===== config.mk =====
export PLATFORM = sky130hd
export DESIGN_NAME = parity_generator
export DESIGN_NICKNAME = d
export VERILOG_FILES = /design/src/rtl/parity_pkg.sv /design/src/rtl/parity_tree.sv /design/src/rtl/parity_generator.sv
export SDC_FILE = /design/constraint.sdc
export NUM_CORES = 1
export LEC_CHECK = 0
export ABC_CLOCK_PERIOD_IN_PS = 1300
export CORE_AREA = 2 2 39 41
export CTS_BUF_LIST = sky130_fd_sc_hd__clkbuf_4
export CTS_CLUSTER_SIZE = 24
export DETAILED_ROUTE_END_ITERATION = 12
export DIE_AREA = 0 0 41 43
export PLACE_DENSITY_LB_ADDON = 0.08
export SYNTH_ARGS = -nofsm -noshare
export SYNTH_HDL_FRONTEND = slang
export SYNTH_SLANG_ARGS = --single-unit

===== constraint.sdc =====
create_clock -name clk -period 1.3 [get_ports clk]
set_clock_uncertainty 0.2 [all_clocks]
set_input_delay 0.26 -clock clk [delete_from_list [all_inputs] [get_ports clk]]
set_output_delay 0.26 -clock clk [all_outputs]
set_load 0.01 [all_outputs]

===== src/rtl/parity_pkg.sv =====
// Shared parity definitions: mode constants that select the polarity of the
// appended parity bit, plus a reference XOR reduction over the low w bits.
package parity_pkg;

  localparam logic PARITY_EVEN = 1'b0;
  localparam logic PARITY_ODD  = 1'b1;
  localparam int   MAX_W       = 64;

  function automatic logic parity_f(logic [MAX_W-1:0] d, int w);
    logic p;
    p = 1'b0;
    for (int i = 0; i < MAX_W; i++) begin
      if (i < w) p = p ^ d[i];
    end
    return p;
  endfunction

endpackage


===== src/rtl/parity_tree.sv =====
// Purely combinational balanced XOR reduction of a DATA_W-bit word.
// Leaves are zero-padded up to a power of two, then halved level by level.
module parity_tree #(
  parameter int DATA_W = 3
) (
  input  logic [DATA_W-1:0] data,
  output logic              parity
);

  localparam int LEVELS = (DATA_W > 1) ? $clog2(DATA_W) : 0;
  localparam int LEAVES = 1 << LEVELS;

  genvar gi, gj;
  generate
    for (gi = 0; gi <= LEVELS; gi++) begin : g_lvl
      localparam int W = LEAVES >> gi;
      logic [W-1:0] v;
      if (gi == 0) begin : g_leaf
        for (gj = 0; gj < W; gj++) begin : g_bit
          if (gj < DATA_W) begin : g_used
            assign v[gj] = data[gj];
          end else begin : g_pad
            assign v[gj] = 1'b0;
          end
        end
      end else begin : g_node
        for (gj = 0; gj < W; gj++) begin : g_bit
          assign v[gj] = g_lvl[gi-1].v[2*gj] ^ g_lvl[gi-1].v[2*gj+1];
        end
      end
    end
  endgenerate

  assign parity = g_lvl[LEVELS].v[0];

endmodule


===== src/rtl/parity_generator.sv =====
// Registered even/odd parity generator: one-cycle latency, word, both parity
// bits and a valid flag all come straight from flops.
module parity_generator
  import parity_pkg::*;
#(
  parameter int DATA_W = 3
) (
  input  logic              clk,
  input  logic              rst_n,
  input  logic [DATA_W-1:0] data_in,
  input  logic              in_valid,
  output logic [DATA_W-1:0] data_out,
  output logic              parity_even,
  output logic              parity_odd,
  output logic              out_valid
);

  logic              tree_par;
  logic [DATA_W-1:0] data_reg;
  logic              even_reg;
  logic              odd_reg;
  logic              valid_reg;

  parity_tree #(
    .DATA_W (DATA_W)
  ) u_tree (
    .data   (data_in),
    .parity (tree_par)
  );

  // Reset values describe the all-zero word, so odd parity resets to 1.
  always_ff @(posedge clk or negedge rst_n) begin
    if (!rst_n) begin
      data_reg  <= '0;
      even_reg  <= PARITY_EVEN;
      odd_reg   <= PARITY_ODD;
      valid_reg <= 1'b0;
    end else begin
      valid_reg <= in_valid;
      if (in_valid) begin
        data_reg <= data_in;
        even_reg <= tree_par ^ PARITY_EVEN;
        odd_reg  <= tree_par ^ PARITY_ODD;
      end
    end
  end

  assign data_out    = data_reg;
  assign parity_even = even_reg;
  assign parity_odd  = odd_reg;
  assign out_valid   = valid_reg;

endmodule


== Word-level counts from Yosys, hierarchy flattened ==
Index checks and enable logic that the tools add are counted.
Storage, ports and cells
  logic and storage cells: 7
  output and inout port bits: 6
  bits in registers: 6
Cells by class
  bitwise gates (word level): 3
Operators with widths (count)
  1-bit bitwise XOR: 2
  1-bit inverter: 1

== Logic depth before layout (Yosys ltp) ==
Gate-level depths: netlist of run 1.
  word-level depth: 3
  depth in mapped cells: 2
  gate-level depth less buffers: 2

== By module ==
A second synthesis of run 1 with hierarchy kept.
Second synthesis, totals
  cell total of the unflattened synthesis: 13
  area, all modules: 234.0 um^2
Modules (own cells, without submodules)
  parity_generator: cells an instance 12, area each 210.2 um^2, sequential area each 151.4 um^2, times used 1
  parity_tree: cells an instance 1, area each 23.8 um^2, sequential area each 0.0 um^2, times used 1

== Least setup slack after synthesis of run 1 ==
Ideal clock, no wire load.
  path type: input to register
  start point: input port data_in[2]
  end point: register even_reg, in the netlist parity_even
  path buffers: 0
  slack: 73 ps
  data arrival time: 902 ps
  stages on the path: 2
  cells stage by stage: xor3_1 mux2_4
Between the ends
  cells in the longest elaborated chain, start to end: 1
Ends and longest elaborated chain
  start, declared: line parity_generator.sv:10  | input logic [DATA_W-1:0] data_in,
  1-bit bitwise XOR: line parity_tree.sv:28  | assign v[gj] = g_lvl[gi-1].v[2*gj] ^ g_lvl[gi-1].v[2*gj+1];
  end signal, assigned: line parity_generator.sv:42  | even_reg <= tree_par ^ PARITY_EVEN;
  end, declared: line parity_generator.sv:20  | logic even_reg;
No other way between the ends.
A chain may end at the register's enable or synchronous reset.

== Worst setup path after layout of run 1 ==
  start point: register odd_reg, in the netlist parity_odd
  end point: output port parity_odd
RTL lines
  start, declared: line parity_generator.sv:21  | logic odd_reg;
  start signal, assigned: line parity_generator.sv:43  | odd_reg <= tree_par ^ PARITY_ODD;
  end, declared: line parity_generator.sv:14  | output logic parity_odd,
No word-level cell between the ends.

==> out/metrics.yaml, run 1 <==
clock_tree:
  root_buffer: "clkbuf_4"
  hold_buffers: 0
  tritoncts: "yes"
  clk_latency_ns: 0.25
  clock_path_buffers: 2
  clk_pin_slew_worst_paths_ns: 0.05
  ctsHtreeMaxLevel: 1
  cts.sinks: 6
  cts_buffers: 3
detailed_routing:
  first_pass_iters: 1
  ant_nets: 0
  viasPerCell: 3.553
  vias: 167
  first_iter_violations: 0
  wirelength_um: 507
  drc: 0
  wl_per_cell_um: 10.79
floorplanning:
  die_h_um: 43
  initial_core_util_pct: 16.82
  num_io_pins: 12
  num_rows: 14
  core-area_um2: 1384
  die_width_um: 41
  die-area_um2: 1763
sta:
  drv_slew: 0
  fin_ws_ns: -0.02777
  fmax_mhz: 753.1
  whs_ns: 0.06162
  fin_crit_ns: 1.328
  hold_viol_final: 0
  tightest_slew_ns: 0.2961
  setup_violations: 1
  slew_headroom_pct: 80.20
  period_share_pct: 102.1
  rsz0062_at_grt: "yes"
placement:
  hpwlAfterDp_um: 343.8
  numPortBuffers: 11
  place_area_um2: 377.9
  placed_cells: 42
  routabilityCongestion: 0.6340
final_layout:
  multi_input_area_um2: 81.33
  antenna_cells: 0
  postLayoutCellArea_um2: 386.6
  nets: 38
  final_core_util_pct: 27.94
  fill_cells: 155
  final_cell_mix: "5 x dfrtp_1, 4 x clkbuf_4, 4 x dlygate4sd2_1, 4 x buf_2"
  layout_commonest_cell: "dfrtp_1"
  layout-drive-gt1-share_pct: 58.06
  area.growth.synth_to_final_pct: 66.13
  regArea_um2: 151.4
  final-instance-count-excl-fill: 47
power:
  combPwrFrac_pct: 20.4
  p_seq_share_pct: 41.0
  power_frac_clock_pct: 38.5
  p_sw_share_pct: 22.75
  power.total_uw: 543.4
  leakagePower_uw: 0.0001913
  p_per_area_nw_per_um2: 1405
  intPower_uw: 419.8
  peakVddDrop_mv: 0.3948
  p_sw_uw: 123.6
global_routing:
  grt_overflow: 0
  grt_max_degree: 7
  grt_pass1_wl_um: 786
  antenna_found_initial: 0
  track_usage_pct: 7.677
  grt_pass1_vias: 176
critical_path:
  r2r_start: "parity_even"
  cpPeakStageDelay_ns: 0.53
  arrival_ns: 0.87
  worstPathMaxFanout: 2
  critPathTopFamily: "flip-flops"
  crit_chain: "buf_6"
  rrSetupSlack_ns: 0.23
  worst_setup_path_end_kind: "output port"
  crit_start: "parity_odd"
  path_buf_inv: 1
  r2r_end: "parity_even"
  crit_slowest_cell: "dfstp_2"
  start_kind: "flip-flop"
  cp_num_cells: 1
  worstPathRequired_ns: 0.84
  endpoint: "parity_odd"
  crit_type: "reg -> out"
  ff2ff_path_depth: 2
logic_synthesis:
  ys_warn_count: 0
  syn_area_um2: 232.7
  yosys_register_bits: 6
  synth_cells: 13
  synth_seq_area_share_pct: 65.05
  ys_types: 7
  syn_nets: 19
  post_synth.cell_area_avg_um2: 17.90
status:
  outcome: "complete, but fails checks"
  violations: "negative setup slack"
hold_path:
  hp-class: "in -> async"
run:
  drv_cap: 0
==> metrics by stage <==
step                      setup TNS (ns)  setup slack [ns]
after floorplan                        0           0.07292
after global placement            -1.900           -0.4574
after detailed placement          -1.880           -0.4596
after CTS                       -0.04166          -0.04166
after global routing            -0.05695          -0.05695
final                           -0.02777          -0.02777
==> metal layers <==
metal / share of wire [%] / GRT usage, % / vias up
met5: 0 / 0 / -
met4: 0 / 8.000 / 0
met3: 13 / 5.236 / 0
met2: 38 / 6.563 / 9
met1: 50 / 10.82 / 75
li1: - / - / 83
==> cells by family (layout without fill, tap and decap cells) <==
family	Yosys count	in the layout	synth area share, %
compound gates	1	1	2.148
xor+xnor	1	1	10.21
buf+inv	0	18	0
flops	6	6	65.06
mux	4	4	20.96
simple gates	1	1	1.611
==> worst min-delay path by stage <==
| stage | start | end | slack, ns |
|---|---|---|---|
| final | rst_n | out_valid | 0.06 |
| after global routing | rst_n | out_valid | 0.07 |
| after detailed placement | parity_odd | parity_odd | 0.28 |
| after floorplan | rst_n | data_out[0] | -0.24 |
| after global placement | parity_odd | parity_odd | 0.28 |
| after CTS | rst_n | out_valid | 0.06 |
==> power groups by stage <==
stage                     combinational (uW)  sequential [uW]  clock [uW]
after global routing                     121              225         239
after floorplan                         32.5              237           0
after global placement                   127              225           0
final                                    111              223         209
after detailed placement                 126              226           0
after CTS                                114              223         223
==> synthesized netlist by cell type <==
cell type / number / area (um2)
mux2_2: 3 / 33.78
a21oi_1: 1 / 5.000
nor2_1: 1 / 3.750
dfstp_2: 1 / 26.28
xor3_1: 1 / 23.77
dfrtp_1: 5 / 125.1
mux2_4: 1 / 15.01
==> state kept, by name, indices dropped and copies added (netlist names) <==
signal and flops:
data_out 3, out_valid 1, parity_even 1, parity_odd 1
==> final cells by class <==
cell class | count | area share (%)
flip-flops and latches | 6 | 39.16
repair buffers | 14 | 26.86
multi-input cells | 7 | 21.04
clock buffers | 4 | 7.767
well taps | 16 | 5.178
==> what timing repair did <==
action	in CTS	in global routing
resized for setup	27	1
endpoints found under the hold margin	0	0
pin swaps	1	0
buffers inserted	1	0
endpoints found under the setup margin	11	2
Power figures use the tool's default switching activity.
==> run 2, diff against run 1 <==
--- a/config.mk
+++ b/config.mk
@@ -5,6 +5,7 @@
 export SDC_FILE = /design/constraint.sdc
 export NUM_CORES = 1
 export LEC_CHECK = 0
+export ABC_AREA = 1
 export ABC_CLOCK_PERIOD_IN_PS = 1300
 export CORE_AREA = 2 2 39 41
 export CTS_BUF_LIST = sky130_fd_sc_hd__clkbuf_4
==> out/metrics.yaml, run 2 <==
detailed_routing:
  vias: 238  # +43%
  drc: 0  # unchanged
  viasPerCell: 3.719  # +4.7%
  first_iter_violations: 0  # unchanged
  first_pass_iters: 1  # unchanged
  wirelength_um: 546  # +7.7%
  wl_per_cell_um: 8.531  # -21%
  ant_nets: 0  # unchanged
power:
  p_seq_share_pct: 41.3  # +0.3 points
  p_sw_uw: 125.5  # +1.5%
  combPwrFrac_pct: 17.9  # -2.5 points
  intPower_uw: 394.9  # -5.9%
  p_per_area_nw_per_um2: 1245  # -11%
  peakVddDrop_mv: 0.3389  # -14%
  p_sw_share_pct: 24.11  # +1.4 points
  power_frac_clock_pct: 40.8  # +2.3 points
  leakagePower_uw: 0.0002206  # +15%
global_routing:
  track_usage_pct: 8.165  # +0.49 points
  met1_usage_pct: 11.73  # +0.91 points
  grt_max_degree: 9  # +2
  grt_use_met3_pct: 3.141  # -2.1 points
  antenna_found_initial: 0  # unchanged
  grt_use_met2_pct: 8.438  # +1.9 points
  gr-max-usage-layer: "met1"
  grt_pass1_wl_um: 883  # +12%
  grt_pass1_vias: 208  # +18%
  grt_overflow: 0  # unchanged
critical_path:
  crit_start: "parity_odd"
  worst_setup_path_end_kind: "output port"
  critPathTopFamily: "flip-flops"
  worstPathMaxFanout: 2  # unchanged
  crit_chain: "buf_6"
  crit_type: "reg -> out"
  arrival_ns: 0.87  # about the same
  r2r_start: "data_out[1]"
  path_buf_inv: 1  # unchanged
  crit_slowest_cell: "dfstp_2"
  worstPathRequired_ns: 0.84  # about the same
  cpPeakStageDelay_ns: 0.53  # about the same
  start_kind: "flip-flop"
sta:
  rsz0062_at_grt: "yes"
  setup_violations: 1  # unchanged
  period_share_pct: 102.3  # +0.14 points
  slew_headroom_pct: 81.27  # +1.1 points
  whs_ns: 0.05433  # -0.007292 ns
  drv_slew: 0  # unchanged
  fmax_mhz: 752.1  # -0.14%
  tightest_slew_ns: 0.2801  # -0.01603 ns
  hold_viol_final: 0  # unchanged
  fin_crit_ns: 1.330  # +0.001796 ns
  fin_ws_ns: -0.02957  # -0.001796 ns
final_layout:
  final-instance-count-excl-fill: 64  # +36%
  multi_input_area_um2: 85.08  # +4.6%
  antenna_cells: 0  # unchanged
  layout-drive-gt1-share_pct: 35.42  # -23 points
  regArea_um2: 151.4  # unchanged
  layout_commonest_cell: "nand2_1"
  area.growth.synth_to_final_pct: 66.17  # about the same
  postLayoutCellArea_um2: 417.9  # +8.1%
  fill_cells: 156  # +0.65%
  final_cell_mix: "10 x nand2_1, 5 x dfrtp_1, 5 x clkdlybuf4s50_1"
  nets: 55  # +45%
  largest_reg_flops: 3  # unchanged
placement:
  place_area_um2: 411.6  # +8.9%
  hpwlAfterDp_um: 418.5  # +22%
  numPortBuffers: 11  # unchanged
  routabilityCongestion: 0.7233  # +14%
  placed_cells: 60  # +43%
logic_synthesis:
  syn_nets: 35  # +16
  ys_types: 7  # unchanged
  syn_area_um2: 251.5  # +8.1%
  synthFlopType: "dfrtp_1"
  async_flop_share_pct: 100.0  # unchanged
  synth_cells: 29  # +16
  synth_most_common_cell: "nand2_1"
  synth_top_area_share_pct: 49.75  # -4.0 points
  yosys.area.top_type: "dfrtp_1"
  synth-edff-count: 0  # unchanged
  yosys-top-cells-area: "dfrtp_1 50%, nand2_1 15%, dfstp_2 10%, nand3_1 8.0%, o21ai_0 6.0%"
  post_synth.cell_area_avg_um2: 8.672  # -52%
  yosys_register_bits: 6  # unchanged
  ys_warn_count: 0  # unchanged
  synth_seq_area_share_pct: 60.20  # -4.9 points
  synth_commonest_cells: "10 x nand2_1, 5 x dfrtp_1, 4 x inv_1, 4 x nand3_1, 3 x o21ai_0"
clock_tree:
  hold_buffers: 0  # unchanged
  clk_pin_slew_worst_paths_ns: 0.05  # about the same
  cts_buffers: 3  # unchanged
  cts.sinks: 6  # unchanged
  clk_latency_ns: 0.25  # about the same
  ctsHtreeMaxLevel: 1  # unchanged
  root_buffer: "clkbuf_4"
  tritoncts: "yes"
  cts_setup_buffers: 0  # -1
  clock_path_buffers: 2  # unchanged
hold_path:
  hp-class: "in -> async"
floorplanning:
  num_io_pins: 12  # unchanged
  die_width_um: 41  # unchanged
  die_h_um: 43  # unchanged
  initial_core_util_pct: 18.17  # +1.4 points
  core-area_um2: 1384  # unchanged
  die-area_um2: 1763  # unchanged
  num_rows: 14  # unchanged
run:
  drv_cap: 0  # unchanged
status:
  violations: "negative setup slack"
  outcome: "complete, but fails checks"
-- run 2: cell types whose count changed after synthesis, moves of 2 or more --
cell / delta
nand2_2: +2
o21ai_0: +3
mux2_2: -3
inv_1: +4
nand2_1: +10
nand3_1: +4
-- run 2: path summary, 6_finish.rpt --
check / endpoint / slack [ns] / depth (start not counted)
setup reg to reg: data_out[1] / 0.37 / 3
hold / removal: data_out[1] / 0.05 / 1
setup / recovery: parity_odd / -0.03 / 1
max in group asynchronous: parity_odd / 0.57 / 1
min in group clk: parity_odd / 0.27 / 2
hold reg to reg: parity_odd / 0.27 / 2
-- run 2: area by class of cell --
cell class	count	area share, %
Sequential cell	6	36.23
Inverter	4	3.593
Tap cell	16	4.790
Timing Repair Buffer	15	27.84
Clock buffer	4	7.186
Multi-Input combinational cell	19	20.36
-- run 2: kinds of logic after synthesis --
kind of cell | share of synthesized area (%)
AO/OA/AOI/OAI | 5.968
buffers and inverters | 5.968
flip-flops | 60.20
AND/OR/NAND/NOR | 27.86
-- run 2: layer usage --
metal  wire [um]  part of all wire, %  vias to the layer above
li1            -                    -                      127
met5           0                    0                        -
met1         263                   48                      100
met3          49                  9.0                        2
met4           8                  1.5                        0
met2         225                   41                        9
-- run 2: metrics by stage --
step / utilization [%] / setup TNS [ns] / total power (uW) / setup WS (ns)
CTS: 30.56 / -0.04169 / 532.4 / -0.04169
floorplan: - / 0 / 253.3 / 0.3113
finish: 30.20 / -0.02957 / 520.4 / -0.02957
global placement: 29.75 / -0.5205 / 324.5 / -0.1889
detailed placement: 29.75 / -0.5266 / 325.4 / -0.1928
global route: 30.20 / -0.06409 / 559.1 / -0.06409
-- run 2: what timing repair did --
item | 4_1_cts | 5_1_grt
setup endpoints to repair | 6 | 2
resized for setup | 23 | 1
pin swaps | 0 | 0
-- run 2: power by group through the flow --
stage                     Combinational (uW)  Sequential [uW]  Clock (uW)
after CTS                               96.2              215         221
after global routing                     106              218         235
after detailed placement                 107              218           0
after floorplan                         26.4              227           0
final                                   93.4              215         212
after global placement                   107              217           0
==> run 3, diff against run 2 <==
--- a/config.mk
+++ b/config.mk
@@ -6,12 +6,13 @@
 export NUM_CORES = 1
 export LEC_CHECK = 0
 export ABC_AREA = 1
-export ABC_CLOCK_PERIOD_IN_PS = 1300
+export ABC_CLOCK_PERIOD_IN_PS = 1100
 export CORE_AREA = 2 2 39 41
 export CTS_BUF_LIST = sky130_fd_sc_hd__clkbuf_4
 export CTS_CLUSTER_SIZE = 24
 export DETAILED_ROUTE_END_ITERATION = 12
 export DIE_AREA = 0 0 41 43
+export GPL_ROUTABILITY_DRIVEN = 0
 export PLACE_DENSITY_LB_ADDON = 0.08
 export SYNTH_ARGS = -nofsm -noshare
 export SYNTH_HDL_FRONTEND = slang
==> constraint.sdc (replaced) <==
create_clock -name clk -period 1.1 [get_ports clk]
set_clock_uncertainty 0.2 [all_clocks]
set_input_delay 0.22 -clock clk [delete_from_list [all_inputs] [get_ports clk]]
set_output_delay 0.22 -clock clk [all_outputs]
set_load 0.01 [all_outputs]
==> out/metrics.yaml, run 3 (synthesized netlist as in run 2, its figures left out) <==
clock_tree:
  cts.sinks: 6  # unchanged
  root_buffer: "clkbuf_4"
  cts_buffers: 3  # unchanged
  ctsHtreeMaxLevel: 1  # unchanged
  clk_latency_ns: 0.24  # about the same
  hold_buffers: 0  # unchanged
  clock_path_buffers: 2  # unchanged
  tritoncts: "yes"
  clk_pin_slew_worst_paths_ns: 0.05  # about the same
critical_path:
  arrival_ns: 0.87  # about the same
  crit_chain: "buf_6"
  start_kind: "flip-flop"
  crit_type: "reg -> out"
  worst_setup_path_end_kind: "output port"
  critPathTopFamily: "flip-flops"
  worstPathRequired_ns: 0.68  # -0.16 ns
  ff2ff_path_depth: 4  # +1
  path_buf_inv: 1  # unchanged
  worstPathMaxFanout: 2  # unchanged
  cp_num_cells: 1  # unchanged
  cpPeakStageDelay_ns: 0.53  # about the same
  crit_slowest_cell: "dfstp_2"
final_layout:
  area.growth.synth_to_final_pct: 76.12
  layout_commonest_cell: "nand2_1"
  nets: 58  # +5.5%
  layout-drive-gt1-share_pct: 45.10  # +9.7 points
  antenna_cells: 0  # unchanged
  regArea_um2: 151.4  # unchanged
  fill_cells: 155  # -0.64%
  final_cell_mix: "9 x nand2_1, 7 x buf_4, 5 x dfrtp_1, 5 x buf_2"
  multi_input_area_um2: 87.58  # +2.9%
  largest_reg_flops: 3  # unchanged
power:
  peakVddDrop_mv: 0.4052  # +20%
  p_seq_share_pct: 40.4  # -0.9 points
  p_sw_share_pct: 24.14  # +0.035 points
  leakagePower_uw: 0.0002452  # +11%
  p_per_area_nw_per_um2: 1419  # +14%
  p_sw_uw: 151.7  # +21%
  intPower_uw: 476.7  # +21%
  combPwrFrac_pct: 20.0  # +2.1 points
  power_frac_clock_pct: 39.6  # -1.2 points
  power.total_uw: 628.5  # +21%
detailed_routing:
  ant_nets: 0  # unchanged
  wl_per_cell_um: 8.597  # +0.77%
  viasPerCell: 3.657  # -1.7%
  drc: 0  # unchanged
  vias: 245  # +2.9%
  first_iter_violations: 2  # +2
  first_pass_iters: 3  # +2
  wirelength_um: 576  # +5.5%
global_routing:
  track_usage_pct: 8.459  # +0.29 points
  grt_use_met3_pct: 3.141  # unchanged
  gr-max-usage-layer: "met1"
  grt_use_met2_pct: 9.063  # +0.62 points
  grt_pass1_wl_um: 924  # +4.6%
  grt_overflow: 0  # unchanged
  antenna_found_initial: 0  # unchanged
  grt_max_degree: 9  # unchanged
  grt_pass1_vias: 220  # +5.8%
  met1_usage_pct: 12.01  # +0.29 points
sta:
  fin_crit_ns: 1.291
  whs_ns: 0.01922  # -0.03511 ns
  fin_ws_ns: -0.1905  # -0.1609 ns
  hold_viol_final: 0  # unchanged
  tightest_slew_ns: 0.2851  # +0.005029 ns
  fmax_mhz: 774.9
  slew_headroom_pct: 80.94  # -0.34 points
  tns_ns: -0.5085  # -0.4789 ns
  rsz0062_at_grt: "yes"
  drv_slew: 0  # unchanged
  period_share_pct: 117.3
  setup_violations: 6  # +5
placement:
  hpwlAfterDp_um: 418.5  # unchanged
  numPortBuffers: 11  # unchanged
floorplanning:
  die_width_um: 41  # unchanged
  num_rows: 14  # unchanged
  initial_core_util_pct: 18.17  # unchanged
  die-area_um2: 1763  # unchanged
  die_h_um: 43  # unchanged
  core-area_um2: 1384  # unchanged
  num_io_pins: 12  # unchanged
run:
  drv_cap: 0  # unchanged
status:
  violations: "negative setup slack"
  outcome: "complete, but fails checks"
hold_path:
  hp-class: "in -> async"
run 3: cell types whose count changed in the layout (fill, tap and decap cells not counted):
| cell | delta |
|---|---|
| dlymetal6s2s_1 | +1 |
| clkdlybuf4s50_1 | -3 |
| inv_2 | +2 |
| inv_1 | -2 |
| buf_4 | +3 |
| nand2_2 | +1 |
| buf_2 | +1 |
| nand2_1 | -1 |
| dlygate4sd2_1 | +2 |
| clkbuf_2 | -1 |
run 3: area by class of cell:
type                       count  share of cell area [%]
multi-input combinational     19                   19.77
tap                           16                   4.520
clock buffer                   4                   6.780
inverter                       4                   3.390
timing repair buffer          18                   31.36
sequential                     6                   34.18
run 3: power groups by stage:
stage / logic, uW / registers [uW] / clock network (uW)
final: 125 / 254 / 249
after global routing: 142 / 256 / 279
after CTS: 121 / 254 / 261
after detailed placement: 127 / 258 / 0
after global placement: 127 / 256 / 0
after floorplan: 31.2 / 268 / 0
run 3: worst paths after layout:
check | slack, ns | endpoint | from
max in group asynchronous | 0.40 | parity_odd | rst_n
min in group clk | 0.11 | parity_odd | data_in[2]
setup / recovery | -0.19 | parity_odd | parity_odd
hold reg to reg | 0.27 | parity_odd | parity_odd
setup reg to reg | 0.05 | data_out[2] | data_out[2]
hold / removal | 0.02 | data_out[1] | rst_n
run 3: what timing repair did:
item	4_1_cts	5_1_grt
resized for setup	29	2
setup endpoints to repair	7	7
endpoints found under the hold margin	0	0
buffers inserted	2	1
pin swaps	1	0
gates cloned	0	0
run 3: per-layer routing:
| metal | routed length, um | vias up | part of all wire [%] |
|---|---|---|---|
| li1 | - | 133 | - |
| met1 | 284 | 101 | 49 |
| met2 | 234 | 9 | 41 |
| met3 | 49 | 2 | 8.5 |
| met4 | 8 | 0 | 1.4 |
| met5 | 0 | - | 0 |
run 3: per-stage QoR:
step / setup slack (ns) / utilization, % / instance area [um2] / instances
5_1_grt: -0.2241 / 32.01 / 442.9 / 67
3_3_place_gp: -0.3489 / 29.75 / 411.6 / 60
3_5_place_dp: -0.3528 / 29.75 / 411.6 / 60
6_report: -0.1905 / 32.01 / 442.9 / 67
2_1_floorplan: 0.1513 / - / 251.5 / 29
4_1_cts: -0.2017 / 31.28 / 432.9 / 66
